==> src/rtl/instr_fetch_decode_frontend.sv <==
// -----------------------------------------------------------------------------
// instr_fetch_decode_frontend
//
// Front end of the IITB-RISC 16-bit pipeline. It has three parts:
//   - fetch: the PC and an internal instruction memory with a write port
//   - IF/ID: a pipeline register that holds {instruction, pc}
//   - decode: combinational classification of the instruction held in IF/ID
//
// Ports:
//   clk        in   1         rising-edge clock for all state
//   resetn     in   1         asynchronous active-low reset
//   stall      in   1         hold PC and IF/ID when high
//   imem_we    in   1         instruction memory write enable
//   imem_waddr in   IMEM_AW   instruction memory write address
//   imem_wdata in   16        instruction memory write data
//   pc_id      out  WIDTH     PC of the instruction in ID
//   instr_id   out  WIDTH     instruction in the IF/ID register
//   R_I_J      out  2         class: 00 R, 01 I, 10 J, 11 invalid/bubble
//   alu_op     out  5         decoded operation code
//   I_12       out  12        operand field instr_id[11:0]
// -----------------------------------------------------------------------------

// Generic K-bit register with load enable and asynchronous active-low reset
// to a parameterised value.
//
// Ports:
//   clk    in   1   clock
//   resetn in   1   asynchronous active-low reset, loads RESET_VAL
//   ld     in   1   load enable
//   d      in   K   data in
//   q      out  K   registered value
module ld_reg #(
    parameter int          K         = 16,
    parameter logic [K-1:0] RESET_VAL = '0
) (
    input  logic         clk,
    input  logic         resetn,
    input  logic         ld,
    input  logic [K-1:0] d,
    output logic [K-1:0] q
);

    always_ff @(posedge clk or negedge resetn) begin
        if (!resetn) begin
            q <= RESET_VAL;
        end else if (ld) begin
            q <= d;
        end
    end

endmodule

module instr_fetch_decode_frontend #(
    parameter int WIDTH      = 16,
    parameter int IMEM_DEPTH = 256,
    parameter int IMEM_AW    = 8
) (
    input  logic               clk,
    input  logic               resetn,
    input  logic               stall,
    input  logic               imem_we,
    input  logic [IMEM_AW-1:0] imem_waddr,
    input  logic [15:0]        imem_wdata,
    output logic [WIDTH-1:0]   pc_id,
    output logic [WIDTH-1:0]   instr_id,
    output logic [1:0]         R_I_J,
    output logic [4:0]         alu_op,
    output logic [11:0]        I_12
);

    // Opcode 1110 is not a legal instruction, so this word travels through
    // the pipeline as a harmless bubble.
    localparam logic [WIDTH-1:0] BUBBLE = WIDTH'(16'hE000);

    logic [15:0]      imem [IMEM_DEPTH];
    logic [WIDTH-1:0] pc;
    logic [WIDTH-1:0] instr_if;
    logic [3:0]       op;

    // The memory has no reset so it can be preloaded while the core is
    // still held in reset.
    always_ff @(posedge clk) begin
        if (imem_we) begin
            imem[imem_waddr] <= imem_wdata;
        end
    end

    // Any PC bit above the memory address range means the fetch is out of
    // range, and a bubble is injected in place of the instruction.
    always_comb begin
        if (pc[WIDTH-1:IMEM_AW] != '0) begin
            instr_if = BUBBLE;
        end else begin
            instr_if = WIDTH'(imem[pc[IMEM_AW-1:0]]);
        end
    end

    // The PC is word addressed and wraps naturally at all-ones.
    always_ff @(posedge clk or negedge resetn) begin
        if (!resetn) begin
            pc <= '0;
        end else if (!stall) begin
            pc <= pc + WIDTH'(1);
        end
    end

    ld_reg #(
        .K         (2 * WIDTH),
        .RESET_VAL ({BUBBLE, {WIDTH{1'b0}}})
    ) u_if_id (
        .clk    (clk),
        .resetn (resetn),
        .ld     (~stall),
        .d      ({instr_if, pc}),
        .q      ({instr_id, pc_id})
    );

    assign op = instr_id[15:12];

    // R-type alu_op packs {1, nand, complement, cz}. NAND with CZ = 11 has no
    // meaning and is treated as invalid, while ADD accepts every CZ value.
    always_comb begin
        R_I_J  = 2'b11;
        alu_op = 5'b11111;
        I_12   = 12'h000;
        if (resetn) begin
            case (op)
                4'b0001: begin
                    R_I_J  = 2'b00;
                    alu_op = {1'b1, op[1], instr_id[2], instr_id[1:0]};
                    I_12   = instr_id[11:0];
                end
                4'b0010: begin
                    if (instr_id[1:0] != 2'b11) begin
                        R_I_J  = 2'b00;
                        alu_op = {1'b1, op[1], instr_id[2], instr_id[1:0]};
                        I_12   = instr_id[11:0];
                    end
                end
                4'b0000, 4'b0100, 4'b0101, 4'b1000,
                4'b1001, 4'b1010, 4'b1101: begin
                    R_I_J  = 2'b01;
                    alu_op = {1'b0, op};
                    I_12   = instr_id[11:0];
                end
                4'b0011, 4'b0110, 4'b0111, 4'b1100, 4'b1111: begin
                    R_I_J  = 2'b10;
                    alu_op = {1'b0, op};
                    I_12   = instr_id[11:0];
                end
                default: begin
                    R_I_J  = 2'b11;
                    alu_op = 5'b11111;
                    I_12   = 12'h000;
                end
            endcase
        end
    end

endmodule

==> config.mk <==
export PLATFORM = sky130hd
export DESIGN_NAME = instr_fetch_decode_frontend
export DESIGN_NICKNAME = d
export VERILOG_FILES = /design/src/rtl/instr_fetch_decode_frontend.sv
export SDC_FILE = /design/constraint.sdc
export NUM_CORES = 2
export LEC_CHECK = 0
export ABC_AREA = 0
export ABC_CLOCK_PERIOD_IN_PS = 7400
export BUFFER_PORTS_ARGS = -buffer_cell sky130_fd_sc_hd__buf_2
export CAP_MARGIN = 10
export CORE_UTILIZATION = 45
export CTS_CLUSTER_SIZE = 14
export DETAILED_ROUTE_END_ITERATION = 6
export HOLD_SLACK_MARGIN = 0.1
export PLACE_DENSITY = 0.61
export REMOVE_ABC_BUFFERS = 1
export SLEW_MARGIN = 10
export SYNTH_ARGS = -nofsm -noshare
export SYNTH_HDL_FRONTEND = slang
export SYNTH_SLANG_ARGS = --single-unit
==> constraint.sdc <==
create_clock -name clk -period 7.4 [get_ports clk]
set_input_delay 0.37 -clock clk [delete_from_list [all_inputs] [get_ports clk]]
set_output_delay 0.37 -clock clk [all_outputs]
set_load 0.03 [all_outputs]
==> impl_metrics.tcl <==
set metrics [dict create \
    synth_cells 7551 \
    cpMostUsedCell "a21oi_1" \
    cap_violations 0 \
    vias 82700 \
    worst_pin_slew_ns 1.38 \
    first_global_vias 81200 \
    coreArea_um2 353000 \
    leakage_uw 0.0576 \
    hold_path_depth 3 \
    std_cell_rows 218 \
    p_per_area_nw_per_um2 366 \
    cp-start-kind "flip-flop" \
    root_buffer "clkbuf_16" \
    synth_edf_count 4096 \
    rsz0062_at_grt "no" \
    cts_tree "yes" \
    die_w_um 599 \
    holdCritPathClass "input port to flip-flop" \
    post-route-min-period_ns 5.25 \
    initial_core_util 0.454 \
    synth_top_area_cell "edfxtp_1" \
    io_buffers 78 \
    post_cts_buffers 0 \
    drtAntennaViolNets 0 \
    die_h_um 599 \
    yosys_register_bits 4144 \
    critPathMaxStageDelay_ns 1.20 \
    cts_buffer_depth 4 \
    worstPathRequired_ns 8.25 \
    slew_headroom 0.0688 \
    grt_max_degree 163 \
    cts_resized 0 \
    rr_worst_depth 8 \
    grt_pass1_wl_um 650000 \
    htreeDepth 5 \
    layout.nets 8073 \
    crit_chain "buf_12, buf_4, mux4_2, a22oi_1, a21oi_1, nor4_1, a21oi_1, a211o_1" \
    peakVddDrop_v 0.000327 \
    fin_crit_sh 0.710 \
    gp_congestion 0.870 \
    dp_hpwl_um 272000 \
    final_cells 13100 \
    crit_type "flip-flop to flip-flop" \
    clock-sinks 4144 \
    fmax_mhz 190 \
    synth-main-ff-cell "edfxtp_1" \
    final-setup-viol-count 0 \
    arrival_ns 6.10 \
    die-area_um2 359000 \
    drt_iter0_drc 11600 \
    final_common_cell "edfxtp_1" \
    yosysUniqueCellTypes 74 \
    worstSetupEndpointType "flip-flop" \
    cts_hold_buf 19 \
    synth_warnings 0 \
    dr.pass1.iters 5 \
    cp_slowest_cell "dfrtp_4" \
    via_per_inst 6.30 \
    avgRoutedWirePerCell_um 35.8 \
    ys_async_sr_fraction 0.0116 \
    wl_um 470000 \
    fin_area_um2 182000 \
    yosys-top-cells-area "edfxtp_1 77%, mux4_2 12%, mux2i_1 2.8%" \
    slew_violations 0 \
    areaGrowthSynthToFinish_pct 13.4 \
    cts_buffers 415 \
    status "finished clean" \
    syn-mean-instance-area_um2 21.2 \
    clock_latency_ns 0.99 \
    io_pins 79 \
    drcViolationCount 0 \
    most-common-layout-cells "4096 x edfxtp_1, 867 x mux4_2, 443 x mux2i_1" \
    grt_use_total 0.261 \
    yosysSeqAreaShare 0.774 \
    final.fill_count 27700 \
    synth.top_cell.area_share 0.767 \
    dp_cells 12300 \
    clk_pin_slew_worst_paths_ns 0.06 \
    crit_fanout 66 \
    hold_viol_final 0 \
    grt_overflow 0 \
    drive_gt1_frac 0.258 \
    syn_area_um2 160000 \
    finalClockSkew_ns 0.0637 \
    placed_area_um2 168000 \
    antenna_found_initial 40 \
]
==> area by class of cell <==
| type | count | area (um^2) | share of cell area |
|---|---|---|---|
| clock buffers | 515 | 11100 | 0.0609 |
| clock inverters | 246 | 2440 | 0.0134 |
| diodes | 17 | 42.5 | 0.000234 |
| flip-flops and latches | 4144 | 124000 | 0.683 |
| repair buffers | 533 | 4370 | 0.0240 |
| multi-input cells | 2942 | 33800 | 0.186 |
| inverters | 8 | 40.0 | 0.000220 |
| well taps | 4730 | 5920 | 0.0325 |
==> where the power goes <==
| part | switching, uW | internal (uW) |
|---|---|---|
| registers | 542 | 25900 |
| logic | 11900 | 7230 |
| clock network | 8890 | 12100 |
==> routing by layer <==
metal | track usage | share of wire | up-vias
met2 | 0.404 | 0.46 | 4669
met1 | 0.365 | 0.39 | 44500
met4 | 0.0948 | 0.041 | 10
met5 | 0 | 0.00012 | -
met3 | 0.0570 | 0.11 | 791
li1 | - | - | 32700
==> cell usage after synthesis (45+ instances only) <==
library cell and instances:
mux2i_1 443, a21oi_1 195, clkbuf_1 192, o22ai_1 117, nor2_1 347, buf_6 87, nand3_1 73, dfrtp_1 45
buf_4 45, o221ai_1 109, a22oi_1 110, mux4_2 867, buf_2 83, nand2_1 180, edfxtp_1 4096, o21ai_0 68
==> worst paths after layout <==
kind / start / slack [ns] / to
hold / removal: imem_waddr[1] / 0.14 / imem[203][5]
setup / recovery: pc[0] / 2.15 / u_if_id.q[25]
max in group asynchronous: resetn / 5.98 / pc[0]
setup reg to reg: pc[0] / 2.15 / u_if_id.q[25]
min in group asynchronous: resetn / 0.39 / u_if_id.q[0]
hold reg to reg: u_if_id.q[5] / 0.48 / u_if_id.q[5]
==> cell families after synthesis <==
kind of cell	after synthesis	share of synthesized area
compound gates	814	0.0344
buf+inv	465	0.0176
simple gates	769	0.0209
xor+xnor	17	0.000928
mux	1340	0.152
fa+ha+maj	2	0.000140
flops	4144	0.774
==> sequential cells by signal (all words and copies together), names as in the netlist <==
name,flops
imem,4096
u_if_id.q,32
pc,16
==> through the flow <==
step	setup WS, ns	setup TNS, ns	util	power (uW)	hold slack [ns]
6_report	2.15	0	0.515	66600	0.143
3_5_place_dp	2.22	0	0.476	46000	0.278
2_1_floorplan	-39.89	-1271.31	-	37200	0.0744
4_1_cts	2.23	0	0.514	66800	0.196
3_3_place_gp	2.02	0	0.475	45900	0.277
5_1_grt	1.95	0	0.514	68300	0.129
==> worst max-delay path, delay by kind of cell, from the launching register on <==
| kind | cells | cell delay, ns |
|---|---|---|
| buffers and inverters | 2 | 1.11 |
| AOI/OAI and AO/OA | 4 | 1.28 |
| and+or+nand+nor | 1 | 0.91 |
| DFF | 1 | 1.20 |
| muxes | 1 | 0.56 |
(Power assumes the default switching activity.)
